## src/rtl/triangle_write_arbiter.sv

```systemverilog
// Sole writer of the two-beat triangle FIFO: merges precalc entries and line-stepper requeues.
// Build option: define TRI_ARB_RR_EN for round-robin between sources (default strict requeue-first).
module triangle_write_arbiter #(
  parameter int unsigned BEAT_W   = 240,
  parameter int unsigned RQ_DEPTH = 2,
  localparam int unsigned CNT_W   = $clog2(RQ_DEPTH + 1)
) (
  input  logic                  clk,
  input  logic                  rst,
  input  logic [2*BEAT_W-1:0]   new_data,
  input  logic                  new_valid,
  output logic                  new_ready,
  input  logic [2*BEAT_W-1:0]   req_data,
  input  logic                  req_push,
  output logic [BEAT_W-1:0]     fifo_wrdata,
  output logic                  fifo_push,
  input  logic                  fifo_afull,
  output logic [CNT_W-1:0]      rq_count,
  output logic                  rq_overflow,
  output logic                  busy
);

  localparam int unsigned ENTRY_W = 2 * BEAT_W;
  localparam int unsigned PTR_W   = $clog2(RQ_DEPTH);

  typedef enum logic [1:0] {StIdle, StBeatHi, StBeatLo} state_e;

  state_e             state_q;
  logic [ENTRY_W-1:0] rq_mem [RQ_DEPTH];
  logic [PTR_W-1:0]   rq_wr_ptr_q, rq_rd_ptr_q;
  logic [CNT_W-1:0]   rq_cnt_q;
  logic               rq_ovf_q;
  logic [BEAT_W-1:0]  stage_lo_q;

  logic               can_grant, rq_empty, rq_full;
  logic               grant_rq, grant_new, rq_push_ok;
  logic [ENTRY_W-1:0] grant_entry;

`ifdef TRI_ARB_RR_EN
  logic               last_req_q;  // 1: most recent grant went to the requeue buffer
`endif

  always_comb begin
    can_grant = (state_q == StIdle) & ~fifo_afull & ~rst;
    rq_empty  = (rq_cnt_q == '0);
    rq_full   = (rq_cnt_q == CNT_W'(RQ_DEPTH));
`ifdef TRI_ARB_RR_EN
    new_ready = can_grant & (rq_empty | last_req_q);
    grant_new = new_ready & new_valid;
    grant_rq  = can_grant & ~rq_empty & ~grant_new;
`else
    new_ready = can_grant & rq_empty;
    grant_new = new_ready & new_valid;
    grant_rq  = can_grant & ~rq_empty;
`endif
    // A pop on the same edge frees a slot, so a push into a full buffer still lands.
    rq_push_ok  = req_push & (~rq_full | grant_rq);
    grant_entry = grant_rq ? rq_mem[rq_rd_ptr_q] : new_data;
  end

  always_ff @(posedge clk) begin
    if (rq_push_ok) rq_mem[rq_wr_ptr_q] <= req_data;
  end

  always_ff @(posedge clk or posedge rst) begin
    if (rst) begin
      rq_wr_ptr_q <= '0;
      rq_rd_ptr_q <= '0;
      rq_cnt_q    <= '0;
      rq_ovf_q    <= 1'b0;
    end else begin
      if (rq_push_ok) rq_wr_ptr_q <= rq_wr_ptr_q + PTR_W'(1);
      if (grant_rq)   rq_rd_ptr_q <= rq_rd_ptr_q + PTR_W'(1);
      case ({rq_push_ok, grant_rq})
        2'b10:   rq_cnt_q <= rq_cnt_q + CNT_W'(1);
        2'b01:   rq_cnt_q <= rq_cnt_q - CNT_W'(1);
        default: rq_cnt_q <= rq_cnt_q;
      endcase
      if (req_push && !rq_push_ok) rq_ovf_q <= 1'b1;
    end
  end

  // Upper half goes straight to the output register at grant; only the lower half is staged.
  always_ff @(posedge clk or posedge rst) begin
    if (rst) begin
      state_q     <= StIdle;
      fifo_wrdata <= '0;
      stage_lo_q  <= '0;
`ifdef TRI_ARB_RR_EN
      last_req_q  <= 1'b0;
`endif
    end else begin
      case (state_q)
        StIdle: begin
          if (grant_rq || grant_new) begin
            fifo_wrdata <= grant_entry[ENTRY_W-1:BEAT_W];
            stage_lo_q  <= grant_entry[BEAT_W-1:0];
            state_q     <= StBeatHi;
`ifdef TRI_ARB_RR_EN
            last_req_q  <= grant_rq;
`endif
          end
        end
        StBeatHi: begin
          fifo_wrdata <= stage_lo_q;
          state_q     <= StBeatLo;
        end
        StBeatLo: state_q <= StIdle;
        default:  state_q <= StIdle;
      endcase
    end
  end

  assign fifo_push   = (state_q != StIdle);
  assign busy        = (state_q != StIdle);
  assign rq_count    = rq_cnt_q;
  assign rq_overflow = rq_ovf_q;

endmodule

```

## config.mk

```make
export PLATFORM = sky130hd
export DESIGN_NAME = triangle_write_arbiter
export DESIGN_NICKNAME = d
export VERILOG_FILES = /design/src/rtl/triangle_write_arbiter.sv
export SDC_FILE = /design/constraint.sdc
export NUM_CORES = 2
export LEC_CHECK = 0
export CAP_MARGIN = 10
export CORE_AREA = 10 10 465 467
export CTS_CLUSTER_DIAMETER = 30
export DETAILED_ROUTE_END_ITERATION = 10
export DIE_AREA = 0 0 475 477
export PLACE_DENSITY = 0.48
export SYNTH_ARGS = -nofsm -noshare
export SYNTH_HDL_FRONTEND = slang
export SYNTH_SLANG_ARGS = --single-unit
```

## constraint.sdc

```tcl
create_clock -name clk -period 49.3 [get_ports clk]
set_input_delay 9.86 -clock clk [delete_from_list [all_inputs] [get_ports clk]]
set_output_delay 9.86 -clock clk [all_outputs]
set_load 0.005 [all_outputs]
```

==> flow_metrics.env <==
export IMPL_status="finished clean"
export IMPL_cts_buffer_depth=4
export IMPL_ys_flop_type="edfxtp_1"
export IMPL_whs_ns=0.460
export IMPL_r2r_start="state_q[1]"
export IMPL_finalCritPeriodShare_pct=45.3
export IMPL_drt_total_wl_um=254000
export IMPL_hold_class="flop to flop"
export IMPL_r2r_slack_ns=44.69
export IMPL_ctsHoldBuffers=0
export IMPL_timing_fmax_mhz=44.8
export IMPL_rsz0062_at_grt="no"
export IMPL_crit_slowest_cell="or4_4"
export IMPL_max_stage_delay_ns=0.96
export IMPL_antenna_found_initial=151
export IMPL_cts_htree_levels=5
export IMPL_drtIter0Drc=3004
export IMPL_core_area_um2=206000
export IMPL_finalHoldViolCount=0
export IMPL_clock_latency_ns=0.96
export IMPL_netlist_area_leader_share_pct=47.1
export IMPL_postSynthAreaPerCell_um2=13.5
export IMPL_syn_nets=5485
export IMPL_io_pins=1211
export IMPL_cts_buffers=402
export IMPL_vias_per_cell=5.09
export IMPL_rows=167
export IMPL_groute_usage_overall_pct=21.4
export IMPL_cp_start_kind="input pin"
export IMPL_crit_path_end_kind="output pin"
export IMPL_wl_met1_um=102000
export IMPL_ys_warn_count=0
export IMPL_cpMostUsedCell="clkdlybuf4s50_1"
export IMPL_layout_drive_gt1_share_pct=11.4
export IMPL_layout_nets=6768
export IMPL_portBuffers=1210
export IMPL_clockRootBuffer="clkbuf_16"
export IMPL_cts_tree="built"
export IMPL_final_cell_mix="1209 x clkdlybuf4s50_1, 960 x edfxtp_1, 486 x dfrtp_1"
export IMPL_die_x_um=475
export IMPL_vias=45366
export IMPL_whs_path_depth=1
export IMPL_slew_violations=0
export IMPL_routed_top_layer="met5"
export IMPL_die_h_um=477
export IMPL_power_mw=5.82
export IMPL_critPathMaxFanout=56
export IMPL_route_detailed_drc=0
export IMPL_worstHoldStart="rq_overflow"
export IMPL_syn_cell_area_um2=61200
export IMPL_ys_ff_latch=1447
export IMPL_area_growth_pct=45.5
export IMPL_grt_first_pass_wirelength_um=356000
export IMPL_path_cells="clkdlybuf4s50_1 -> or4_4 -> nor2_1 -> clkdlybuf4s50_1"
export IMPL_min_to="rq_overflow"
export IMPL_initial_utilization_pct=29.7
export IMPL_grt_pass1_vias=47082
export IMPL_timing_final_crit_period_ns=22.34
export IMPL_seq_area_frac_synth_pct=67.0
export IMPL_synth_edf_count=960
export IMPL_first_pass_iters=5
export IMPL_ir_drop_v=0.0000547
export IMPL_ctsResizeCount=0
export IMPL_setup_viol=0
export IMPL_path_class="input pin to output pin"
export IMPL_yosys_top_cells_area="edfxtp_1 47%, dfrtp_1 20%, mux2i_1 7.8%"
export IMPL_synth_cells=4520
export IMPL_postCtsSetupBuffers=0
export IMPL_wl_met3_um=21700
export IMPL_reg2reg_to="fifo_wrdata[61]"
export IMPL_final_common_cell="clkdlybuf4s50_1"
export IMPL_cts_sinks=1447
export IMPL_synth_distinct_cells=32
export IMPL_wl_per_cell_um=28.5
export IMPL_maxCapViolCount=0
export IMPL_worst_ep_required_time_ns=39.44
export IMPL_die_area_um2=227000
export IMPL_routed_wl_met2_um=121000
export IMPL_powerDensity_nw_per_um2=65.3
export IMPL_r2r_worst_path_cells=6
export IMPL_grt_overflow_total=0
export IMPL_worst_ep_arrival_time_ns=12.48
export IMPL_power_leakage_nw=34.9
export IMPL_worstMarginPinSlew_ns=1.35
export IMPL_grt_max_degree=174
export IMPL_gp_congestion=0.835
export IMPL_tns_ns=0
export IMPL_place_hpwl_um=164000
export IMPL_path_clk_slew_ns=0.04
export IMPL_synth_largest_area_cell="edfxtp_1"
export IMPL_drtAntennaViolNets=0
export IMPL_relSlewSlack_pct=10.1
export IMPL_fin_skew_ns=0.0812
export IMPL_synthArstFlopShare_pct=33.7
==> power by group <==
part | switching [mW] | leakage [nW] | internal, mW
registers | 0.162 | 14.8 | 1.72
logic | 0.798 | 13.6 | 0.639
clock network | 0.762 | 6.42 | 1.74
==> Yosys cell counts, types with 2 or more instances <==
library cell,number
nand2_1,480
a2111o_1,240
nor2_1,3
nor4_1,2
xnor2_1,2
a21boi_0,240
dfrtp_1,487
nor3_1,480
and2_1,241
buf_1,15
a21oi_1,243
clkbuf_1,294
mux2i_1,480
edfxtp_1,960
buf_4,26
buf_6,2
inv_1,5
a2bb2oi_1,240
buf_2,66
or2_2,2
==> layer usage <==
layer	vias up	global-route usage [%]
met5	-	0
li1	19980	-
met4	98	9.18
met3	537	8.10
met2	1634	34.2
met1	23117	25.8
==> cell families (layout without fill, tap and decap cells) <==
logic type / count (synthesis) / after routing / synth area share [%]
compound gates: 968 / 968 / 12.8
buf+inv: 408 / 2020 / 2.82
mux: 480 / 480 / 7.85
flops: 1447 / 1447 / 67.0
xor+xnor: 3 / 3 / 0.0429
simple gates: 1214 / 1214 / 9.46
other cells: 0 / 70 / 0
==> flip-flops by register name (all words and copies together), names as in the netlist <==
register	flops
rq_mem	960
rq_rd_ptr_q	1
rq_overflow	1
rq_count	2
rq_wr_ptr_q	1
fifo_wrdata	240
state_q	2
stage_lo_q	240
==> layout make-up <==
cell class,instances,area (µm²)
fillers,19248,117000
clock buffers,518,10900
well taps,2704,3380
multi-input cells,2665,18500
diodes,70,175
flip-flops and latches,1447,41000
clock inverters,215,2310
repair buffers,1282,12800
inverters,5,26.3
==> worst max-delay path: cells and delay by family <==
kind                   cells  cell delay, ns
and+or+nand+nor            2            1.37
buffers and inverters      2            1.22
==> worst max-delay path by stage <==
stage                    start      endpoint  slack, ns
floorplan           fifo_afull  rq_mem[0][0]      17.47
finish              fifo_afull     new_ready      26.96
CTS                 fifo_afull     new_ready      26.91
global placement    fifo_afull     new_ready      26.92
global route        fifo_afull     new_ready      26.91
detailed placement  fifo_afull     new_ready      26.93
==> metrics by stage <==
stage | setup WS [ns] | cell area, µm² | util, % | cells
finish | 26.96 | 89100 | 43.2 | 8906
global route | 26.91 | 89000 | 43.1 | 8880
CTS | 26.91 | 88900 | 43.1 | 8836
detailed placement | 26.93 | 75800 | 36.7 | 8103
global placement | 26.92 | 75800 | 36.7 | 8103
floorplan | 17.47 | 61200 | - | 4520
No activity file was read; power rests on OpenSTA's default activity.
